--- src/rtl/cmp_share_arbiter_pkg.sv ---
// Shared types and helpers for the shared-comparator arbiter.
package cmp_arb_pkg;

    localparam int unsigned DEF_WIDTH = 4;
    localparam int unsigned DEF_NREQ  = 4;

    typedef enum logic [1:0] {
        IDLE = 2'd0,
        CMP  = 2'd1,
        DONE = 2'd2
    } state_e;

    typedef struct packed {
        logic gt;
        logic lt;
        logic eq;
    } cmp_res_t;

    // Next index in round-robin order, wrapping at n.
    function automatic int unsigned rr_next(input int unsigned cur, input int unsigned n);
        return (cur + 1 >= n) ? 0 : cur + 1;
    endfunction

endpackage

--- src/rtl/cmp_share_arbiter_if.sv ---
// Requester-side bus of the shared comparator: packed requests/operands in, grant/ack/result out.
interface cmp_share_arbiter_if
    import cmp_arb_pkg::*;
#(
    parameter int unsigned WIDTH = DEF_WIDTH,
    parameter int unsigned NREQ  = DEF_NREQ
);
    logic [NREQ-1:0]       req;
    logic [NREQ*WIDTH-1:0] op_a;
    logic [NREQ*WIDTH-1:0] op_b;
    logic [NREQ-1:0]       grant;
    logic [NREQ-1:0]       ack;
    logic                  res_gt;
    logic                  res_lt;
    logic                  res_eq;
    logic                  busy;

    modport master (
        output req, op_a, op_b,
        input  grant, ack, res_gt, res_lt, res_eq, busy
    );

    modport slave (
        input  req, op_a, op_b,
        output grant, ack, res_gt, res_lt, res_eq, busy
    );
endinterface

--- src/rtl/cmp_share_arbiter_mag_cmp_core.sv ---
// Combinational WIDTH-bit magnitude comparator.
// CMP_SIGNED_EN selects two's-complement compare; otherwise unsigned.
module mag_cmp_core
    import cmp_arb_pkg::*;
#(
    parameter int unsigned WIDTH = DEF_WIDTH
) (
    input  logic [WIDTH-1:0] i_a,
    input  logic [WIDTH-1:0] i_b,
    output cmp_res_t         o_res_c
);

`ifdef CMP_SIGNED_EN
    // Flipping the sign bit maps two's complement onto unsigned ordering.
    localparam logic [WIDTH-1:0] SIGN_FLIP = WIDTH'(1) << (WIDTH - 1);
`else
    localparam logic [WIDTH-1:0] SIGN_FLIP = '0;
`endif

    logic [WIDTH-1:0] w_a;
    logic [WIDTH-1:0] w_b;

    assign w_a = i_a ^ SIGN_FLIP;
    assign w_b = i_b ^ SIGN_FLIP;

    assign o_res_c.gt = (w_a > w_b);
    assign o_res_c.lt = (w_a < w_b);
    assign o_res_c.eq = (w_a == w_b);

endmodule

--- src/rtl/cmp_share_arbiter.sv ---
// Round-robin arbiter sharing one magnitude comparator among NREQ requesters.
// Optional two's-complement compare via CMP_SIGNED_EN (see mag_cmp_core).
module cmp_share_arbiter
    import cmp_arb_pkg::*;
#(
    parameter int unsigned WIDTH = DEF_WIDTH,
    parameter int unsigned NREQ  = DEF_NREQ
) (
    input  logic                clk,
    input  logic                rst_n,
    cmp_share_arbiter_if.slave  bus
);

    localparam int unsigned PTR_W = $clog2(NREQ);

    state_e           r_state;
    state_e           w_next_state;
    logic [NREQ-1:0]  r_grant;
    logic [NREQ-1:0]  w_grant_d;
    logic [NREQ-1:0]  r_ack;
    logic [NREQ-1:0]  w_ack_d;
    cmp_res_t         r_res;
    cmp_res_t         w_res_d;
    cmp_res_t         w_cmp;
    logic             r_busy;
    logic [PTR_W-1:0] r_ptr;
    logic [PTR_W-1:0] w_ptr_d;
    logic [PTR_W-1:0] w_win;
    logic             w_found;
    logic             w_load;
    logic [WIDTH-1:0] r_op_a;
    logic [WIDTH-1:0] r_op_b;

    // Winner: first requester after r_ptr in circular order.
    always_comb begin
        int unsigned idx;
        w_found = 1'b0;
        w_win   = r_ptr;
        idx     = 32'(r_ptr);
        for (int unsigned k = 0; k < NREQ; k++) begin
            idx = rr_next(idx, NREQ);
            if (!w_found && bus.req[PTR_W'(idx)]) begin
                w_found = 1'b1;
                w_win   = PTR_W'(idx);
            end
        end
    end

    mag_cmp_core #(.WIDTH(WIDTH)) u_core (
        .i_a     (r_op_a),
        .i_b     (r_op_b),
        .o_res_c (w_cmp)
    );

    // Next-state and next-output logic.
    always_comb begin
        w_next_state = r_state;
        w_grant_d    = '0;
        w_ack_d      = '0;
        w_res_d      = r_res;
        w_ptr_d      = r_ptr;
        w_load       = 1'b0;
        unique case (r_state)
            IDLE: begin
                if (w_found) begin
                    w_next_state = CMP;
                    w_grant_d    = NREQ'(1) << w_win;
                    w_ptr_d      = w_win;
                    w_load       = 1'b1;
                end
            end
            CMP: begin
                w_next_state = DONE;
                w_res_d      = w_cmp;
                w_ack_d      = NREQ'(1) << r_ptr;
            end
            DONE: begin
                w_next_state = IDLE;
            end
            default: begin
                w_next_state = IDLE;
            end
        endcase
    end

    always_ff @(posedge clk or negedge rst_n) begin
        if (!rst_n) begin
            r_state <= IDLE;
        end else begin
            r_state <= w_next_state;
        end
    end

    always_ff @(posedge clk or negedge rst_n) begin
        if (!rst_n) begin
            r_grant <= '0;
            r_ack   <= '0;
            r_res   <= '0;
            r_busy  <= 1'b0;
            r_ptr   <= PTR_W'(NREQ - 1);
            r_op_a  <= '0;
            r_op_b  <= '0;
        end else begin
            r_grant <= w_grant_d;
            r_ack   <= w_ack_d;
            r_res   <= w_res_d;
            r_busy  <= (w_next_state != IDLE);
            r_ptr   <= w_ptr_d;
            if (w_load) begin
                r_op_a <= bus.op_a[32'(w_win) * WIDTH +: WIDTH];
                r_op_b <= bus.op_b[32'(w_win) * WIDTH +: WIDTH];
            end
        end
    end

    assign bus.grant  = r_grant;
    assign bus.ack    = r_ack;
    assign bus.res_gt = r_res.gt;
    assign bus.res_lt = r_res.lt;
    assign bus.res_eq = r_res.eq;
    assign bus.busy   = r_busy;

endmodule

--- src/flat_wrapper.sv ---
// flat-port wrapper written by rule: the top's interface ports become plain ports
module cmp_share_arbiter_flat import cmp_arb_pkg::*;
#(
    parameter int unsigned WIDTH = DEF_WIDTH,
    parameter int unsigned NREQ  = DEF_NREQ
)
  (clk, rst_n, bus_req, bus_op_a, bus_op_b, bus_grant, bus_ack, bus_res_gt, bus_res_lt, bus_res_eq, bus_busy);
  cmp_share_arbiter_if #(.WIDTH(WIDTH), .NREQ(NREQ)) bus_i ();
  input  logic clk;
  input  logic rst_n;
  input wire logic [$bits(bus_i.req)-1:0] bus_req;
  input wire logic [$bits(bus_i.op_a)-1:0] bus_op_a;
  input wire logic [$bits(bus_i.op_b)-1:0] bus_op_b;
  output wire logic [$bits(bus_i.grant)-1:0] bus_grant;
  output wire logic [$bits(bus_i.ack)-1:0] bus_ack;
  output wire logic [$bits(bus_i.res_gt)-1:0] bus_res_gt;
  output wire logic [$bits(bus_i.res_lt)-1:0] bus_res_lt;
  output wire logic [$bits(bus_i.res_eq)-1:0] bus_res_eq;
  output wire logic [$bits(bus_i.busy)-1:0] bus_busy;
  assign bus_i.req = bus_req;
  assign bus_i.op_a = bus_op_a;
  assign bus_i.op_b = bus_op_b;
  assign bus_grant = bus_i.grant;
  assign bus_ack = bus_i.ack;
  assign bus_res_gt = bus_i.res_gt;
  assign bus_res_lt = bus_i.res_lt;
  assign bus_res_eq = bus_i.res_eq;
  assign bus_busy = bus_i.busy;
  cmp_share_arbiter #(.WIDTH(WIDTH), .NREQ(NREQ)) u_core (.clk(clk), .rst_n(rst_n), .bus(bus_i));
endmodule
--- config.mk ---
export PLATFORM = sky130hd
export DESIGN_NAME = cmp_share_arbiter_flat
export DESIGN_NICKNAME = d
export VERILOG_FILES = /design/src/rtl/cmp_share_arbiter_pkg.sv /design/src/rtl/cmp_share_arbiter_if.sv /design/src/rtl/cmp_share_arbiter_mag_cmp_core.sv /design/src/rtl/cmp_share_arbiter.sv /design/src/flat_wrapper.sv
export SDC_FILE = /design/constraint.sdc
export NUM_CORES = 1
export LEC_CHECK = 0
export ABC_AREA = 1
export CAP_MARGIN = 0
export CORE_MARGIN = 2
export CORE_UTILIZATION = 59
export CTS_BUF_LIST = sky130_fd_sc_hd__clkbuf_4 sky130_fd_sc_hd__clkbuf_8
export CTS_CLUSTER_DIAMETER = 200
export DETAILED_ROUTE_END_ITERATION = 6
export DONT_BUFFER_PORTS = 1
export GPL_TIMING_DRIVEN = 0
export HOLD_SLACK_MARGIN = 0.05
export PLACE_DENSITY = 0.84
export REMOVE_ABC_BUFFERS = 1
export SETUP_SLACK_MARGIN = 0.2
export SKIP_LAST_GASP = 1
export SLEW_MARGIN = 20
export SYNTH_ARGS = -nofsm -noshare
export SYNTH_HDL_FRONTEND = slang
export SYNTH_SLANG_ARGS = --single-unit
--- constraint.sdc ---
create_clock -name clk -period 5.1 [get_ports clk]
set_input_delay 1.02 -clock clk [delete_from_list [all_inputs] [get_ports clk]]
set_output_delay 1.02 -clock clk [all_outputs]
set_load 0.01 [all_outputs]
==> impl_results.md <==
* Distinct cells, synth at 24
* Asr flop ratio synth at between 90% and 100%
* Top FF cell, synth: dfrtp_1
* Syn Area/Cell at approximately 6.9 um2
* Cell taking the most area after synthesis: dfrtp_1
* DIE HEIGHT at about 58 um
* Tcrit/Tclk final at 61.3%
* GRT Overall Usage at about a fifth
* Post-route ant nets at 0
* Worst-margin pin slew at between 0.9 and 1 ns
* PnR worst setup slack at 1.98 ns
* Total congestion overflow at 0
* Max Fclk at approximately 0.32 GHz
* Hold WC Path Type: input pin to async pin
* CTS Sinks at 24
* Final WL at between 3000 and 4000 um
* Vias in the first global route at approximately 1.3k
* Post-synth top cells: nand2_1, nand3_1, inv_1
* Max transition margin at about a third
* Critical path fanouts, max at 14
* Layout cells sized above 1 at between 10 and 15%
* Area delta synth->final at 1.81%
* Post-synth EDFFs at 0
* Antenna cells at 0
* Ranking of synthesized cells by area: dfrtp_1, nand2_1, nand3_1
* Crit Path Category: flip-flop to flip-flop
* CTS tree: yes
* Fin crit period at between 3 and 4 ns
* Critical Path RT at about 5.3 ns
* Clk_lat worst skew at 0.31 ns
* Initial Utilization at just over 60%
* Cell Area, Synth at ~1700 um2
* Port buffer count at 0
* CTS resizes at 0
* Clk_skew at ~0.0046 ns
* # setup viols final at 0
* Core Area at between 2000 and 3000 um2
* I/O pin total at 50
* CTS Hold Bufs at 0
* Synth Register Bits at 24
* Worst setup SP type: flip-flop
* Seq/Total Area, Yosys at 34.9%
* Crit end category: flip-flop
* Mean routed wirelength per cell at roughly 11 um
* Die Width at between 50 and 60 um
* CP arrival at around 3.3 ns
* Post-synth top area share at between 30% and 40%
* Inserted Clock Buffers at 3
* Die footprint at approximately 3400 um2
* Fin nets at a little under 300
* Unrepaired setup endpoints after global routing: false
* GPL Wtd Cong at 0.857
* Mapped Cells at 250
* Drt pass-1 iters at 4
* Most numerous cell in the Yosys netlist: nand2_1
* Max-slew violations at 0
* Final Hold Vio Count at 0
* Post-DR vias/cell at 5.31
* DR iter-0 viols at 45
* CTS max path bufs at 2
* Number of max-cap violations at 0
* Dpl ws at between 1.5 and 2 ns
* Post-CTS Setup Repair Bufs at 0
* Clock transition at the registers of the reported paths at about 0.13 ns
* Antenna violations before repair at 0
* Vias at between 1k and 1.5k
* Outcome: complete, no violations
* Num rows at 19
* Yosys synthesis warning count at 0
* CTS H-tree lvls at 1
* Root Driver: clkbuf_4
* DRC errors left at 0
* Largest net degree at the start of global routing at 25
* HPWL after DPL at 2490 um
* First-pass GRT wire length at approximately 5500 um
* Setup TNS at 0 ns
## state kept, by name, summed over array words and instances (netlist names)
signal and flops:
u_core.bus.ack 4, u_core.bus.grant 4, u_core.r_op_b 4, u_core.r_op_a 4, u_core.bus.res_gt 1, u_core.r_ptr 2, u_core.bus.res_eq 1, u_core.r_state 2
u_core.bus.res_lt 1, u_core.bus.busy 1
## area by class of cell
class | instances | area [um2]
tap | 31 | 38.8
fill | 257 | 1020
sequential | 24 | 603
multi-input combinational | 190 | 967
inverter | 31 | 116
clock buffer | 4 | 36.3
## layout by cell type, fill, tap and decap left out
| master | n |
|---|---|
| nor2_4 | 1 |
| dfrtp_1 | 22 |
| nand3_2 | 5 |
| clkbuf_8 | 1 |
| nand2_4 | 3 |
| nor2_8 | 1 |
| o21ai_2 | 1 |
| clkbuf_4 | 3 |
| inv_1 | 26 |
| dfstp_2 | 2 |
| o21ai_0 | 3 |
| o21a_1 | 2 |
| inv_2 | 5 |
| o21ai_1 | 3 |
| a21boi_0 | 1 |
| nand3_4 | 1 |
| nor2_1 | 11 |
| nand2_1 | 107 |
| nand3_1 | 31 |
| nand2_2 | 5 |
| or2_1 | 1 |
| a21oi_1 | 3 |
| nor3_1 | 2 |
| ha_1 | 9 |
## routing by layer
layer | GRT usage [%] | part of all wire [%] | up-vias
met5 | 0 | 0 | -
met4 | 3.99 | 0.57 | 0
met3 | 2.90 | 4.3 | 2
met2 | 33.9 | 46 | 40
met1 | 29.1 | 49 | 669
li1 | - | - | 775
## worst max-delay path, cell delays in order (launching register included)
cell and delay, ns:
dfstp_2 0.61, inv_2 0.10, ha_1 0.45, inv_2 0.12, nand2_1 0.09, nand3_1 0.15
nand2_1 0.11, o21ai_2 0.07, o21ai_1 0.77, nor2_1 0.31, nand2_1 0.16, nand3_1 0.08
## worst paths after layout
path / from / end / slack (ns) / depth (start not counted)
worst min register to register: u_core.r_state[1] / u_core.r_state[1] / 0.50 / 1
worst min-delay path: rst_n / u_core.bus.res_gt / 0.38 / 0
worst max-delay path: u_core.r_ptr[0] / u_core.r_op_b[0] / 1.98 / 11
worst max register to register: u_core.r_ptr[0] / u_core.r_op_b[0] / 1.98 / 11
max in group asynchronous: rst_n / u_core.r_ptr[0] / 4.54 / 0
min in group clk: u_core.r_state[1] / u_core.r_state[1] / 0.50 / 1
## logic make-up after synthesis
family,Yosys count,synth area share [%]
and+or+nand+nor,168,45.0
adders and majority gates,9,6.51
AOI/OAI and AO/OA,13,4.41
DFF,24,34.9
buffers and inverters,36,9.26
## through the flow
stage	hold WS (ns)	util, %	cells	cell area [um2]
after floorplan	0.444	-	245	1690
after global placement	0.465	62.0	276	1730
after detailed placement	0.470	62.0	276	1730
after CTS	0.372	63.3	280	1760
after global routing	0.361	63.3	280	1760
final	0.383	63.3	280	1760
Power is left out: the tool's default activity adds up to more than one toggle a clock period on the data nets, which glitch-free logic cannot reach.
